### config.mk
export PLATFORM = sky130hd
export DESIGN_NAME = gpio_irq_ctrl
export DESIGN_NICKNAME = d
export VERILOG_FILES = /design/src/rtl/gpio_irq_pkg.sv /design/src/rtl/gpio_irq_ctrl_debounce.sv /design/src/rtl/gpio_irq_ctrl.sv
export SDC_FILE = /design/constraint.sdc
export NUM_CORES = 1
export LEC_CHECK = 0
export ABC_AREA = 1
export CORE_ASPECT_RATIO = 0.9
export CORE_MARGIN = 8
export CORE_UTILIZATION = 46
export DETAILED_ROUTE_END_ITERATION = 10
export HOLD_SLACK_MARGIN = 0.12
export PLACE_DENSITY = 0.71
export SLEW_MARGIN = 20
export SYNTH_ARGS = -nofsm -noshare
export SYNTH_HDL_FRONTEND = slang
export SYNTH_SLANG_ARGS = --single-unit
export TNS_END_PERCENT = 10
### constraint.sdc
create_clock -name clk -period 1.4 [get_ports clk]
set_input_delay 0.35 -clock clk [delete_from_list [all_inputs] [get_ports clk]]
set_output_delay 0.35 -clock clk [all_outputs]
set_load 0.005 [all_outputs]
### src/rtl/gpio_irq_pkg.sv
// gpio_irq_pkg
//   Shared constants for the GPIO interrupt controller:
//   - register indices decoded from address[4:2]
//   - default debounce length (consecutive stable cycles)
package gpio_irq_pkg;

   localparam logic [2:0] GPIO_IRQ_LEVEL   = 3'd0;
   localparam logic [2:0] GPIO_IRQ_PENDING = 3'd1;
   localparam logic [2:0] GPIO_IRQ_EN      = 3'd2;
   localparam logic [2:0] GPIO_IRQ_RISE    = 3'd3;
   localparam logic [2:0] GPIO_IRQ_FALL    = 3'd4;

   localparam int GPIO_IRQ_DEBOUNCE_DEFAULT = 4;

endpackage

### src/rtl/gpio_irq_ctrl_debounce.sv
// gpio_debounce
//   Single-pin input conditioner: two-flop synchronizer followed by an
//   optional debouncer (enabled by defining GPIO_IRQ_DEBOUNCE_EN).
//   With the debouncer, a new level is accepted only after the synchronized
//   input has differed from the accepted level for DEBOUNCE_CYCLES
//   consecutive cycles; any shorter excursion restarts the count.
//   Without it, dout is the synchronizer output.
// Ports:
//   clk   - clock
//   rst_n - asynchronous active-low reset
//   din   - raw pin value, asynchronous to clk
//   dout  - conditioned level
module gpio_debounce #(
   parameter int DEBOUNCE_CYCLES = 4
) (
   input  logic clk,
   input  logic rst_n,
   input  logic din,
   output logic dout
);

   if (DEBOUNCE_CYCLES < 1) begin : g_bad_param
      $error("gpio_debounce: DEBOUNCE_CYCLES must be >= 1");
   end

   logic sync1_reg;
   logic sync2_reg;

   always_ff @(posedge clk or negedge rst_n) begin
      if (!rst_n) begin
         sync1_reg <= 1'b0;
         sync2_reg <= 1'b0;
      end else begin
         sync1_reg <= din;
         sync2_reg <= sync1_reg;
      end
   end

`ifdef GPIO_IRQ_DEBOUNCE_EN
   localparam int CW = $clog2(DEBOUNCE_CYCLES + 1);

   logic [CW-1:0] cnt_reg;
   logic          deb_reg;

   // The count reaching DEBOUNCE_CYCLES is never stored: the final step
   // commits the new level and clears the counter in the same edge.
   always_ff @(posedge clk or negedge rst_n) begin
      if (!rst_n) begin
         cnt_reg <= '0;
         deb_reg <= 1'b0;
      end else if (sync2_reg == deb_reg) begin
         cnt_reg <= '0;
      end else if (cnt_reg == CW'(DEBOUNCE_CYCLES - 1)) begin
         cnt_reg <= '0;
         deb_reg <= sync2_reg;
      end else begin
         cnt_reg <= cnt_reg + 1'b1;
      end
   end

   assign dout = deb_reg;
`else
   assign dout = sync2_reg;
`endif

endmodule

### src/rtl/gpio_irq_ctrl.sv
// gpio_irq_ctrl
//   Conditions the GPIO block's raw pin values (synchronize, optionally
//   debounce), detects rising/falling edges, latches enabled edges into a
//   write-1-to-clear PENDING register and drives one registered level
//   interrupt irq = |(PENDING & IRQ_EN).
//   Debouncing is present only when GPIO_IRQ_DEBOUNCE_EN is defined.
// Registers (address[4:2]): 0 LEVEL (RO), 1 PENDING (RW1C), 2 IRQ_EN,
//   3 RISE_EN, 4 FALL_EN; 5..7 read 0, writes ignored.
// Ports:
//   clk, rst_n  - clock, asynchronous active-low reset
//   read, write - bus strobes; address[4:2] selects the register
//   write_data  - write payload, bits [WIDTH-1:0] used
//   read_data   - combinational read data, 0 when read is low
//   gpio_in     - raw pin values (asynchronous)
//   irq         - registered interrupt request
module gpio_irq_ctrl
   import gpio_irq_pkg::*;
#(
   parameter int WIDTH           = 20,
   parameter int DEBOUNCE_CYCLES = GPIO_IRQ_DEBOUNCE_DEFAULT
) (
   input  logic              clk,
   input  logic              rst_n,
   input  logic              read,
   input  logic              write,
   input  logic [31:0]       address,
   input  logic [31:0]       write_data,
   output logic [31:0]       read_data,
   input  logic [WIDTH-1:0]  gpio_in,
   output logic              irq
);

   if (WIDTH < 1 || WIDTH > 31 || DEBOUNCE_CYCLES < 1) begin : g_bad_param
      $error("gpio_irq_ctrl: WIDTH must be 1..31 and DEBOUNCE_CYCLES >= 1");
   end

   logic [WIDTH-1:0] deb;
   logic [WIDTH-1:0] deb_d_reg;
   logic [WIDTH-1:0] pending_reg;
   logic [WIDTH-1:0] irq_en_reg;
   logic [WIDTH-1:0] rise_en_reg;
   logic [WIDTH-1:0] fall_en_reg;
   logic             irq_reg;

   logic [2:0]       reg_idx;
   logic [WIDTH-1:0] wdata;
   logic [WIDTH-1:0] edge_set;
   logic [WIDTH-1:0] w1c;
   logic             unused_bits;

   gpio_debounce #(
      .DEBOUNCE_CYCLES(DEBOUNCE_CYCLES)
   ) u_deb [WIDTH-1:0] (
      .clk  (clk),
      .rst_n(rst_n),
      .din  (gpio_in),
      .dout (deb)
   );

   assign reg_idx     = address[4:2];
   assign wdata       = write_data[WIDTH-1:0];
   assign unused_bits = ^{address[31:5], address[1:0], write_data[31:WIDTH]};

   // deb_d holds last cycle's level, so one-cycle edge pulses fall out of
   // comparing it with the current level.
   assign edge_set = (deb & ~deb_d_reg & rise_en_reg) |
                     (~deb & deb_d_reg & fall_en_reg);
   assign w1c      = (write && reg_idx == GPIO_IRQ_PENDING) ? wdata : '0;

   always_ff @(posedge clk or negedge rst_n) begin
      if (!rst_n) begin
         deb_d_reg   <= '0;
         pending_reg <= '0;
         irq_en_reg  <= '0;
         rise_en_reg <= '0;
         fall_en_reg <= '0;
         irq_reg     <= 1'b0;
      end else begin
         deb_d_reg   <= deb;
         // Set is OR-ed after the clear so a coincident edge wins.
         pending_reg <= (pending_reg & ~w1c) | edge_set;
         irq_reg     <= |(pending_reg & irq_en_reg);
         if (write) begin
            case (reg_idx)
               GPIO_IRQ_EN:   irq_en_reg  <= wdata;
               GPIO_IRQ_RISE: rise_en_reg <= wdata;
               GPIO_IRQ_FALL: fall_en_reg <= wdata;
               default: ;
            endcase
         end
      end
   end

   always_comb begin
      read_data = '0;
      if (read) begin
         case (reg_idx)
            GPIO_IRQ_LEVEL:   read_data = 32'(deb);
            GPIO_IRQ_PENDING: read_data = 32'(pending_reg);
            GPIO_IRQ_EN:      read_data = 32'(irq_en_reg);
            GPIO_IRQ_RISE:    read_data = 32'(rise_en_reg);
            GPIO_IRQ_FALL:    read_data = 32'(fall_en_reg);
            default:          read_data = '0;
         endcase
      end
   end

   assign irq = irq_reg;

endmodule

== After elaboration in Yosys (flattened, before gate mapping) ==
Cells that the tools add are included.
Word-level totals
  bits in registers: 141
  input bits: 88
  output and inout port bits: 33
  word-level logic and storage cells: 70
Cells by class
  eq/ne operators: 4
  muxes and demuxes: 3
  bitwise gates (word level): 11
  reduce and logical (&&, ||, !) cells: 6
Operators with widths (number)
  AND 20 bit: 6
  case mux 20 bit (5 select lines): 1
  NOT 20 bit: 3
  2-to-1 mux 20 bit: 2
  OR 20 bit: 2
  OR reduction 20 bit: 1
  == test 3 x 2 -> 1 bit, second input constant: 2
  AND reduction 2 bit: 3
  == test 3 x 1 -> 1 bit, second input constant: 1
  == test 3 bit, second input constant: 1
  zero test 3 bit: 1
  logical AND 1 bit: 1

== Depth between registers and ports, before layout ==
  word-level depth: 6
  depth in mapped cells: 9
  mapped depth without buffers: 6

== Cells and area by module ==
From an unflattened synthesis, not the netlist that was laid out.
Second synthesis, totals
  cells, all modules: 659
  area, all modules: 5884.4 um2
By module, submodules not included
  gpio_irq_ctrl: instances 1, cells each 619, area each 4883.4 um2, sequential area each 2527.4 um2
  gpio_debounce: instances 20, cells each 2, area each 50.0 um2, sequential area each 50.0 um2

== Worst setup path after synthesis ==
No wires, ideal clock.
  kind: input to output
  start point: in address[4]
  end point: out read_data[10]
  arrival time: 1.134 ns
  data required time: 1.050 ns
  setup slack: -0.084 ns
  stages on the path: 8
  path buffers: 3
  cell sequence: buf_2 -> nor2_2 -> buf_6 -> buf_6 -> nand3_1 -> nand2_1 -> nor2_1 -> nor2_1
On the way
  word-level cells in the longest chain between the ends: 3
  elaborated cells between the ends (all ways): 7
RTL lines
  start: declaration: RTL line gpio_irq_ctrl.sv:26  | input logic [31:0] address,
  == test 3 bit (tied with other cells): RTL line gpio_irq_ctrl.sv:97  | case (reg_idx)
  case mux 20 bit (5 select lines) *: RTL line gpio_irq_ctrl.sv:97
  2-to-1 mux 20 bit *: RTL line gpio_irq_ctrl.sv:96  | if (read) begin
  end: declaration: RTL line gpio_irq_ctrl.sv:28  | output logic [31:0] read_data,
Mark *: on every way between the ends. The rest lies on a longest branch, timed or not.

== Worst setup path in the final report ==
  start point: reg irq_en_reg[18]
  end point: out read_data[18]
On the way
  word-level cells in the longest chain between the ends: 2
RTL lines
  start: declaration: RTL line gpio_irq_ctrl.sv:40  | logic [WIDTH-1:0] irq_en_reg;
  start signal: assignment: RTL line gpio_irq_ctrl.sv:85  | GPIO_IRQ_EN: irq_en_reg <= wdata;
  case mux 20 bit (5 select lines): RTL line gpio_irq_ctrl.sv:97
  2-to-1 mux 20 bit: RTL line gpio_irq_ctrl.sv:96
Every way passes these cells.

==> metrics.cfg <==
[power_and_ir_drop]
swShare=0.267
p_leak_nw=4.27
intPower_mw=8.63
power.density_nw_per_um2=1340
fin_total_pwr_mw=11.8
switchingPower_mw=3.15
seqPwrFrac=0.420
power_frac_comb=0.204
worst_ir_drop_vdd_mv=0.971
clkPwrFrac=0.376

[route]
num_vias=5817
wl_per_cell_um=18.0
dr.pass1.iters=5
routed_wirelength_mm=18.8
postRouteAntennaNets=0
highest_layer=met4
drt_iter0_drc=556
met2WireLength_mm=9.30
wl_met1_mm=7.28
drc=0
wl_met3_mm=1.38
drt-vias-per-instance=5.57

[grt]
globalRouteTotalUtil=0.228
grt_overflow_total=0
grt_max_degree=43
grt_pass1_wl_mm=30.3
grt_pass1_vias=5956
antenna_found_initial=0

[final_layout]
nets=958
layout_commonest_cell=dfrtp_1
final_cell_mix=dfrtp_1 (141), nand2_1 (134), buf_4 (125)
antennaDiodeCount=0
syn_to_final_growth_pct=46.3
drive_gt1_frac=0.292
stdcell_count=1045

[clocking]
cts_tree=yes
cts_buffer_depth=2
numCtsBuffers=17
cts.sinks=141
clkTransAtPathRegs_ps=60
cts_root_buf=clkbuf_16
clock_latency_ps=430
htree_levels=4

[worst_hold_path]
hold_depth=0
hold_path_class=reg2reg
hold_path_end=u_deb[12].dout
min_from=u_deb[12].sync1_reg

[die]
die_h_um=124
design.die.area_um2=17000
pin_count=121
die_width_um=136
core-area_um2=12700
rows=39
start_util=0.471

[worst_setup_path]
r2r_slack_ps=190
rr_endpoint=irq
cp_cell_sequence=nand4_1 -> nand3_4 -> nor2_4 -> nor2_1 -> buf_2
crit_path_end_kind=output port
crit_type=reg2out
critical-path-max-stage-delay_ps=400
path_max_fanout=2
startpoint_type=register
cp_top_family=simple AND/OR/NAND/NOR gates
rr_startpoint=irq_en_reg[18]
rr_worst_depth=6
cp.arrival_ps=1440
worst-path-buf-inv=1
required_ps=1050
slowest_stage=dfrtp_1

[synthesis]
synth_cell_types=19
synth_adder_area_share=0
yosysWarnings=0
syn_inst=674
synth_compound_area_frac=0.0854
synth_top_area_share=0.588
yosys.area_share.xor_xnor=0
synth.yosys.seq_area_share=0.588
synthMuxAreaShare=0
syn_avg_cell_area_um2=8.91
ys_seq_elements=141
synth_top_family_by_area=simple AND/OR/NAND/NOR gates
synth-simple-area-share=0.248
synth_area_um2=6000
netlist_top_cells_area=dfrtp_1 (59%), nand3_1 (8.8%), nand2_1 (8.6%), o21ai_1 (6.7%), nor2_1 (3.9%)
yosys.area.top_type=dfrtp_1

[placement]
port_buffers=67
gp_congestion=0.891
dp_hpwl_mm=12.1
dp.cells=997

[timing]
setup_ws_ps=-387
clock_skew_ps=6.31
timing.final.hold_violations=0
max_freq_mhz=560
min_period_ps=1790
rsz0062_at_grt=yes
setup_tns_ps=-5910
setup-violations-final=20
fin_crit_sh=1.28
drv_slew=0

[run_status]
violations=setup timing
run_status=finished with violations

[flow_run]
maxCapViolCount=0

-- layout make-up --
| type | count | area [µm²] |
|---|---|---|
| Clock inverter | 7 | 87.6 |
| Inverter | 44 | 173 |
| Clock buffer | 23 | 488 |
| Sequential cell | 141 | 3530 |
| Fill cell | 894 | 3950 |
| Multi-Input combinational cell | 447 | 2310 |
| Tap cell | 164 | 205 |
| Timing Repair Buffer | 219 | 2000 |
-- power by group through the flow --
stage	combinational, mW	clock (mW)	sequential (mW)
floorplan	0.864	0	4.96
global placement	2.13	0	4.95
detailed placement	2.21	0	4.98
CTS	2.31	4.46	4.93
global route	2.65	4.64	5.00
finish	2.41	4.42	4.95
-- worst max-delay path by stage --
stage	endpoint	slack, ps	depth (start not counted)	start
2_1_floorplan	read_data[13]	-70	9	address[3]
3_3_place_gp	read_data[4]	-1120	9	address[3]
3_5_place_dp	read_data[5]	-1160	9	address[3]
4_1_cts	read_data[14]	-390	11	address[2]
5_1_grt	read_data[18]	-420	5	irq_en_reg[18]
6_report	read_data[18]	-390	5	irq_en_reg[18]
-- worst reg2reg max path: cells and delay by family, from the launching register on --
family | cells | cell delay (ps)
buffers and inverters | 2 | 260
DFF | 1 | 400
and+or+nand+nor | 4 | 420
-- through the flow --
stage | hold WS [ps] | util | worst slack, ps | instance area [µm²]
final | 346 | 0.690 | -387 | 8780
after global routing | 344 | 0.690 | -419 | 8780
after CTS | 342 | 0.681 | -393 | 8670
after detailed placement | 303 | 0.609 | -1160 | 7760
after global placement | 296 | 0.609 | -1120 | 7760
after floorplan | 54.4 | - | -67.0 | 6060
-- cell usage after synthesis --
| cell | n |
|---|---|
| nor2_4 | 1 |
| clkbuf_1 | 16 |
| a31oi_1 | 18 |
| buf_6 | 4 |
| nand2_1 | 138 |
| nand3b_1 | 1 |
| dfrtp_1 | 141 |
| nand4_1 | 27 |
| o21ai_1 | 80 |
| conb_1 | 1 |
| inv_1 | 41 |
| buf_1 | 2 |
| nand3_4 | 1 |
| nor2_1 | 63 |
| buf_4 | 14 |
| buf_2 | 17 |
| nor2_2 | 1 |
| inv_2 | 3 |
| nand3_1 | 105 |
-- metal layers --
metal | up-vias | GRT usage
met1 | 2828 | 0.271
met5 | - | 0
met3 | 70 | 0.0637
met2 | 299 | 0.373
li1 | 2620 | -
met4 | 0 | 0.108
-- cell families after synthesis --
kind of cell,count (synthesis)
simple gates,337
buf+inv,97
other cells,1
flops,141
compound gates,98
-- repair_timing --
| item | 4_1_cts | 5_1_grt |
|---|---|---|
| setup endpoints to repair | 101 | 20 |
| setup buffers | 7 | 7 |
| cloned | 4 | 0 |
| gates resized for setup | 153 | 29 |
| endpoints found under the hold margin | 36 | 0 |
| pin swaps | 33 | 22 |
| hold buffers | 1 | 0 |
No activity file was read; power rests on OpenSTA's default activity.
